File: src/rtl/list_length_counter.sv
// ---------------------------------------------------------------------------
// list_length_counter
//
// Pointer-stream walker for the vector-norm datapath. After i_start it takes
// successive PC/pointer values over a valid/ready handshake. It discards the
// first beat, which carries the initial PC. It then counts list nodes until a
// beat meets the terminate condition latched at start. The count drives the
// Length register read by the norm sequencer.
//
// Optional feature macro: LIST_LEN_GUARD_EN
//   defined   : the walk stops with f_overrun=1 when a non-terminating beat
//               arrives while o_length == MAX_NODES.
//   undefined : no limit; o_length wraps modulo 2^LEN_WIDTH; f_overrun stays 0.
//
// Parameters
//   WORD_SIZE  pointer / PC width
//   LEN_WIDTH  width of o_length
//   MAX_NODES  runaway guard limit (guard build only), must be < 2^LEN_WIDTH
//
// Ports
//   clk          rising-edge clock
//   reset        synchronous, active-high; aborts any walk without o_done
//   i_start      begin a walk (sampled in IDLE only)
//   i_mode       terminate mode, latched at start
//                  00 ptr == 0, 01 signed ptr <= 0, 10 ptr == i_term,
//                  11 circular (ptr == first walked pointer)
//   i_term       explicit terminator value, latched at start
//   i_ptr        incoming pointer
//   i_ptr_valid  i_ptr valid
//   o_ptr_ready  pointer accepted this cycle (independent of i_ptr_valid)
//   o_length     node count; holds in IDLE until the next start
//   o_busy       walk in progress (SKIP, WALK, DONE)
//   o_done       one-cycle completion pulse
//   f_overrun    guard tripped; sticky until the next start
// ---------------------------------------------------------------------------
module list_length_counter #(
    parameter int unsigned WORD_SIZE = 24,
    parameter int unsigned LEN_WIDTH = 16,
    parameter int unsigned MAX_NODES = 1000
) (
    input  logic                 clk,
    input  logic                 reset,
    input  logic                 i_start,
    input  logic [1:0]           i_mode,
    input  logic [WORD_SIZE-1:0] i_term,
    input  logic [WORD_SIZE-1:0] i_ptr,
    input  logic                 i_ptr_valid,
    output logic                 o_ptr_ready,
    output logic [LEN_WIDTH-1:0] o_length,
    output logic                 o_busy,
    output logic                 o_done,
    output logic                 f_overrun
);

    typedef enum logic [1:0] {
        ST_IDLE = 2'd0,
        ST_SKIP = 2'd1,
        ST_WALK = 2'd2,
        ST_DONE = 2'd3
    } state_t;

    localparam logic [1:0] MODE_NULL = 2'b00;
    localparam logic [1:0] MODE_SIGN = 2'b01;
    localparam logic [1:0] MODE_TERM = 2'b10;
    localparam logic [1:0] MODE_CIRC = 2'b11;

`ifdef LIST_LEN_GUARD_EN
    localparam bit GUARD_EN = 1'b1;
`else
    localparam bit GUARD_EN = 1'b0;
`endif

    localparam logic [LEN_WIDTH-1:0] GUARD_LIMIT = LEN_WIDTH'(MAX_NODES);
    localparam logic [LEN_WIDTH-1:0] LEN_ONE     = LEN_WIDTH'(1);

    // Registered state and outputs
    state_t                 state_q,     state_d;
    logic [1:0]             mode_q,      mode_d;
    logic [WORD_SIZE-1:0]   term_q,      term_d;
    logic [WORD_SIZE-1:0]   head_q,      head_d;
    logic                   head_seen_q, head_seen_d;
    logic [LEN_WIDTH-1:0]   length_q,    length_d;
    logic                   ready_q,     ready_d;
    logic                   busy_q,      busy_d;
    logic                   done_q,      done_d;
    logic                   overrun_q,   overrun_d;

    logic                   beat_c;
    logic                   hit_c;
    logic                   guard_hit_c;

    // A beat is a valid pointer presented while the block advertises ready
    assign beat_c = i_ptr_valid && ready_q;

    // Terminate condition for the current pointer under the latched mode
    always_comb begin
        hit_c = 1'b0;
        case (mode_q)
            MODE_NULL: hit_c = (i_ptr == '0);
            MODE_SIGN: hit_c = i_ptr[WORD_SIZE-1] || (i_ptr == '0);
            MODE_TERM: hit_c = (i_ptr == term_q);
            // first circular beat is the head itself, never a terminator
            MODE_CIRC: hit_c = head_seen_q && (i_ptr == head_q);
            default:   hit_c = 1'b0;
        endcase
    end

    // Runaway guard: counter already at the limit and another node arrives
    assign guard_hit_c = GUARD_EN && (length_q == GUARD_LIMIT);

    // Next-state and next-output logic
    always_comb begin
        state_d     = state_q;
        mode_d      = mode_q;
        term_d      = term_q;
        head_d      = head_q;
        head_seen_d = head_seen_q;
        length_d    = length_q;
        overrun_d   = overrun_q;

        case (state_q)
            ST_IDLE: begin
                if (i_start) begin
                    state_d     = ST_SKIP;
                    mode_d      = i_mode;
                    term_d      = i_term;
                    head_seen_d = 1'b0;
                    length_d    = '0;
                    overrun_d   = 1'b0;
                end
            end

            // The initial PC beat is consumed and dropped
            ST_SKIP: begin
                if (beat_c) begin
                    state_d = ST_WALK;
                end
            end

            ST_WALK: begin
                if (beat_c) begin
                    if (hit_c) begin
                        state_d = ST_DONE;
                    end else if (guard_hit_c) begin
                        overrun_d = 1'b1;
                        state_d   = ST_DONE;
                    end else begin
                        length_d = length_q + LEN_ONE;
                    end
                    if ((mode_q == MODE_CIRC) && !head_seen_q) begin
                        head_d      = i_ptr;
                        head_seen_d = 1'b1;
                    end
                end
            end

            ST_DONE: begin
                state_d = ST_IDLE;
            end

            default: begin
                state_d = ST_IDLE;
            end
        endcase

        // Outputs follow the state being entered so they can be registered
        ready_d = (state_d == ST_SKIP) || (state_d == ST_WALK);
        busy_d  = (state_d != ST_IDLE);
        done_d  = (state_d == ST_DONE);
    end

    // State and output registers
    always_ff @(posedge clk) begin
        if (reset) begin
            state_q     <= ST_IDLE;
            mode_q      <= MODE_NULL;
            term_q      <= '0;
            head_q      <= '0;
            head_seen_q <= 1'b0;
            length_q    <= '0;
            ready_q     <= 1'b0;
            busy_q      <= 1'b0;
            done_q      <= 1'b0;
            overrun_q   <= 1'b0;
        end else begin
            state_q     <= state_d;
            mode_q      <= mode_d;
            term_q      <= term_d;
            head_q      <= head_d;
            head_seen_q <= head_seen_d;
            length_q    <= length_d;
            ready_q     <= ready_d;
            busy_q      <= busy_d;
            done_q      <= done_d;
            overrun_q   <= overrun_d;
        end
    end

    assign o_ptr_ready = ready_q;
    assign o_length    = length_q;
    assign o_busy      = busy_q;
    assign o_done      = done_q;
    assign f_overrun   = overrun_q;

endmodule

File: config.mk
export PLATFORM = sky130hd
export DESIGN_NAME = list_length_counter
export DESIGN_NICKNAME = d
export VERILOG_FILES = /design/src/rtl/list_length_counter.sv
export SDC_FILE = /design/constraint.sdc
export NUM_CORES = 1
export LEC_CHECK = 0
export BUFFER_PORTS_ARGS = -buffer_cell sky130_fd_sc_hd__buf_2
export CORE_ASPECT_RATIO = 0.8
export CORE_MARGIN = 4
export CORE_UTILIZATION = 45
export DETAILED_ROUTE_END_ITERATION = 10
export PLACE_DENSITY = 0.69
export SLEW_MARGIN = 30
export SYNTH_ARGS = -nofsm -noshare
export SYNTH_HDL_FRONTEND = slang
export SYNTH_SLANG_ARGS = --single-unit
File: constraint.sdc
create_clock -name clk -period 2.4 [get_ports clk]
set_input_delay 0.36 -clock clk [delete_from_list [all_inputs] [get_ports clk]]
set_output_delay 0.36 -clock clk [all_outputs]
set_load 0.01 [all_outputs]
# Yosys cells after proc, flatten, opt, wreduce, memory -nomap -nowiden
# Index checks and enable logic that the tools add are counted.
# totals
regBits,72
elab_cells,54
input_bits,54
# op_classes
addsub,1
n_eq_ne,15
reduce_logical,15
n_mux,14
# op_table
cell,count
24-bit == test,2
16-bit two-way mux,3
16-bit case mux with 2 select lines,1
24-bit zero test,1
16-bit by 1-bit adder with 16-bit output (second input constant),1
2-bit == test (second input constant),6
2-bit two-way mux,4
2-bit inequality test (second input constant),4
2-bit case mux with 4 select lines,1
4-bit AND reduction,2
2-bit by 1-bit == test with 1-bit output (second input constant),3
2-bit zero test,2
1-bit case mux with 4 select lines,1
2-bit nonzero test,2
1-bit logical AND,3
1-bit two-way mux,3
3-bit AND reduction,1
1-bit logical OR,2
1-bit case mux with 2 select lines,1
2-bit AND reduction,1
1-bit zero test,1

# Longest topological paths before layout
# depth
depth_word,8
depth_mapped,11

# Worst setup path before layout
# OpenSTA, ideal clock, no wires.
# synth_path
path_kind,input port to flip-flop
start,in i_ptr[11]
end,"reg ready_q, in the netlist o_ptr_ready"
required_time_ns,2.272
setup_ns,0.128
n_path_buf,2
arrival_time_ns,2.156
path_stages,10
slack_ns,0.116
path_cell_list,xor2_1 -> nor4_1 -> nand4_1 -> nor4_1 -> o31a_4 -> buf_6 -> buf_8 -> a21oi_2 -> ha_1 -> nor2b_1
# synth_between
elab_chain_len,8
# synth_lines
item,line,source
start: declaration,46,"input logic [WORD_SIZE-1:0] i_ptr,"
24-bit == test or 24-bit zero test (tied branches),"103, 99, 100",
1-bit logical AND or 1-bit logical OR (tied branches),"103, 100",
1-bit case mux with 4 select lines *,98,case (mode_q)
2-bit two-way mux *,142,if (hit_c) begin
2-bit two-way mux *,141,if (beat_c) begin
2-bit case mux with 4 select lines *,121,case (state_q)
2-bit by 1-bit == test with 1-bit output or 2-bit == test (tied branches),167,ready_d = (state_d == ST_SKIP) || (state_d == ST_WALK);
1-bit logical OR *,167,
named net ready_d,83,"logic ready_q, ready_d;"
end signal: assignment,192,ready_q <= ready_d;
end: declaration,83,
# Mark *: on every way through the listed nets, which the timed path passes. The rest lies on a longest branch.
# A chain may end at the register's enable or synchronous reset.

# Final worst setup path
# layout_path
start,reg term_q[8]
end,"reg ready_q, in the netlist o_ptr_ready"
# layout_between
elab_chain_len,7
# layout_lines
item,line,source
start: declaration,79,"logic [WORD_SIZE-1:0] term_q, term_d;"
start signal: assignment,188,term_q <= term_d;
24-bit == test *,101,MODE_TERM: hit_c = (i_ptr == term_q);
1-bit case mux with 4 select lines *,98,
2-bit two-way mux *,142,
2-bit two-way mux *,141,
2-bit case mux with 4 select lines *,121,
2-bit by 1-bit == test with 1-bit output or 2-bit == test (tied branches),167,
1-bit logical OR *,167,
named net ready_d,83,
# Marked as above.

==> flow_metrics.py <==
metrics = {
    "routing": {
        "ant_nets": 0,
        "dr.pass1.iters": 4,
        "drt_iter0_markers": 157,
        "vias": 3258,
        "route.detailed.drc": 0,
        "post_drt_wl_per_cell_um": 15.2,
        "routed_wl_mm": 9.29,
        "via_per_inst": 5.32,
    },
    "run": {
        "drv_cap": 0,
    },
    "cells_and_area": {
        "antenna-diode-count": 0,
        "area_growth_pct": 22.1,
        "seqCellArea_mm2": 0.00144,
        "fillers": 709,
        "fin_util_pct": 56.8,
        "multi_input_area_mm2": 0.00191,
        "final_cell_mix": "nand2_1 (117), dfxtp_1 (72), buf_2 (72), a21oi_1 (59), xor2_1 (25)",
        "layout_commonest_cell": "nand2_1",
        "drive_gt1_share_pct": 22.5,
        "fin_nets": 559,
    },
    "clocking": {
        "cts_setup_buffers": 0,
        "h-tree-depth": 3,
        "cts_resized": 0,
        "path_clk_slew_ns": 0.08,
        "worstSkewPairLatency_ns": 0.34,
        "clock-sinks": 72,
        "numCtsBuffers": 9,
        "root_buffer": "clkbuf_8",
        "clockBufferDepth": 2,
        "cts_tree": "built",
        "cts_hold_buffers": 0,
    },
    "sta": {
        "max_freq_mhz": 441,
        "maxSlewViolCount": 0,
        "slew_headroom_pct": 45.7,
        "whs_ns": 0.247,
        "fin_crit_sh_pct": 94.4,
        "tightestPinTransition_ns": 0.814,
        "fin_crit_ns": 2.27,
        "rsz0062_at_grt": "no",
        "finalSetupViolCount": 0,
        "finalHoldViolations": 0,
        "finClkSkew_ns": 0.00923,
    },
    "power_and_ir_drop": {
        "power.leakage_uw": 0.00165,
        "combPwrFrac_pct": 10.9,
        "p_clk_share_pct": 44.2,
        "powerDensity_mw_per_mm2": 661,
        "netSwitchingPower_uw": 668,
        "vdd_ir_drop_max_mv": 0.289,
        "p_sw_share_pct": 23.8,
        "p_int_uw": 2130,
        "seq_power_share_pct": 44.9,
    },
    "floorplanning": {
        "num_rows": 28,
        "num_io_pins": 74,
        "coreArea_mm2": 0.00746,
        "die-area_mm2": 0.00919,
        "die_x_um": 106,
        "start_util_pct": 46.5,
        "die_h_um": 86.6,
    },
    "hold_path": {
        "min_to": "term_q[7]",
        "worstHoldStart": "i_term[7]",
        "worst_hold_path_type": "input port to register",
        "holdPathStages": 3,
    },
    "critical_path": {
        "worst-r2r-setup-slack_ns": 0.13,
        "required_ns": 2.63,
        "reg2reg_depth": 8,
        "startpoint_type": "register",
        "r2r-end": "o_ptr_ready",
        "worstSetupPathType": "register to register",
        "cp_data_arrival_time_ns": 2.49,
        "critPathMaxFanout": 3,
        "crit_path_end_kind": "register",
        "reg2reg_from": "term_q[8]",
    },
    "yosys": {
        "avgSynthCellArea_um2": 8.07,
        "yosysSeqAreaShare_pct": 41.5,
        "synth_seq_cells": 72,
        "async_flop_share_pct": 0,
        "synthDistinctLibCells": 43,
        "synth_cells": 430,
        "synth_edf_count": 0,
        "synth_nets": 487,
        "synthFlopType": "dfxtp_1",
        "yosys_warnings": 0,
        "syn_area_mm2": 0.00347,
    },
    "placed_design": {
        "gp_congestion": 0.834,
        "portBuffers": 72,
        "hpwlAfterDp_mm": 6.84,
    },
    "global_route": {
        "grt_pass1_vias": 3127,
        "grtUsageTotal_pct": 20.8,
        "grt_overflow": 0,
        "grt_max_degree": 34,
        "antenna_found_initial": 0,
        "grt_pass1_wl_mm": 15.2,
    },
    "status": {
        "status": "complete, no violations",
    },
}
==> power by group through the flow <==
stage               sequential [uW]  clock [uW]  combinational (uW)
floorplan                      1280           0                 177
global placement               1290           0                 298
detailed placement             1290           0                 302
CTS                            1260        1250                 305
global route                   1260        1310                 336
finish                         1260        1240                 305
==> sequential cells by signal, summed over array words and instances (netlist names) <==
signal / flops
head_seen_q: 1
state_q: 2
o_busy: 1
o_done: 1
term_q: 24
o_ptr_ready: 1
mode_q: 2
o_length: 16
head_q: 24
==> through the flow <==
stage / total power [uW] / std cells / instance area (um2) / TNS (ns) / worst slack (ns)
after floorplan: 1450 / 430 / 3470 / 0 / 0.116
after detailed placement: 1590 / 596 / 3980 / -0.0102 / -0.0102
after global routing: 2900 / 612 / 4240 / 0 / 0.00411
after CTS: 2820 / 612 / 4240 / 0 / 0.115
final: 2800 / 612 / 4240 / 0 / 0.134
after global placement: 1580 / 596 / 3980 / 0 / 0.0553
==> cells in the mapped netlist, drive strengths merged, types with 7 or more instances <==
cell type,number,area (um2)
nand3,8,40.0
or3,9,56.3
xor2,25,219
nor4,14,93.8
buf,8,55.1
xnor2,23,201
o31ai,7,52.6
dfxtp,72,1440
nand4,9,56.3
nand2,117,439
clkbuf,18,67.6
nor2,9,33.8
a21oi,62,322
==> logic make-up after synthesis <==
kind of cell	Yosys count	share of synthesized area (%)
compound gates	84	14.7
xor+xnor	48	12.1
fa+ha+maj	3	1.08
buf+inv	29	3.86
flops	72	41.5
mux	6	1.73
other cells	1	0.108
simple gates	187	24.8
==> worst max-delay path: stages (launching register included) <==
cell	delay, ns
dfxtp_1	0.33
xor2_1	0.16
nor4_1	0.37
nand4_1	0.17
nor4_2	0.41
o31a_4	0.22
a21oi_2	0.08
ha_1	0.28
nor2b_1	0.12
==> worst max path at each step <==
stage / startpoint / endpoint / slack (ns) / cells past startpoint
2_1_floorplan: i_ptr[11] / o_ptr_ready / 0.12 / 10
3_3_place_gp: i_ptr[12] / o_ptr_ready / 0.06 / 9
3_5_place_dp: i_ptr[8] / o_ptr_ready / -0.01 / 9
4_1_cts: term_q[8] / o_ptr_ready / 0.11 / 8
5_1_grt: head_q[7] / o_ptr_ready / 0.004 / 9
6_report: term_q[8] / o_ptr_ready / 0.13 / 8
==> cell type report <==
type                            count  share of cell area [%]
Inverter                            3                   0.266
Sequential cell                    72                    34.0
Timing Repair Buffer               87                    11.5
Multi-Input combinational cell    329                    45.0
Tap cell                          105                    3.10
Clock buffer                       12                    3.90
Clock inverter                      4                    2.33
==> per-layer routing <==
metal | wire length [um] | GRT usage [%] | vias to the layer above | part of all wire [%]
li1 | - | - | 1619 | -
met1 | 4330 | 28.6 | 1521 | 47
met2 | 4230 | 32.9 | 111 | 46
met3 | 636 | 4.32 | 7 | 6.8
met4 | 94 | 6.59 | 0 | 1.0
met5 | 0 | 0 | - | 0
Power figures use the tool's default switching activity.
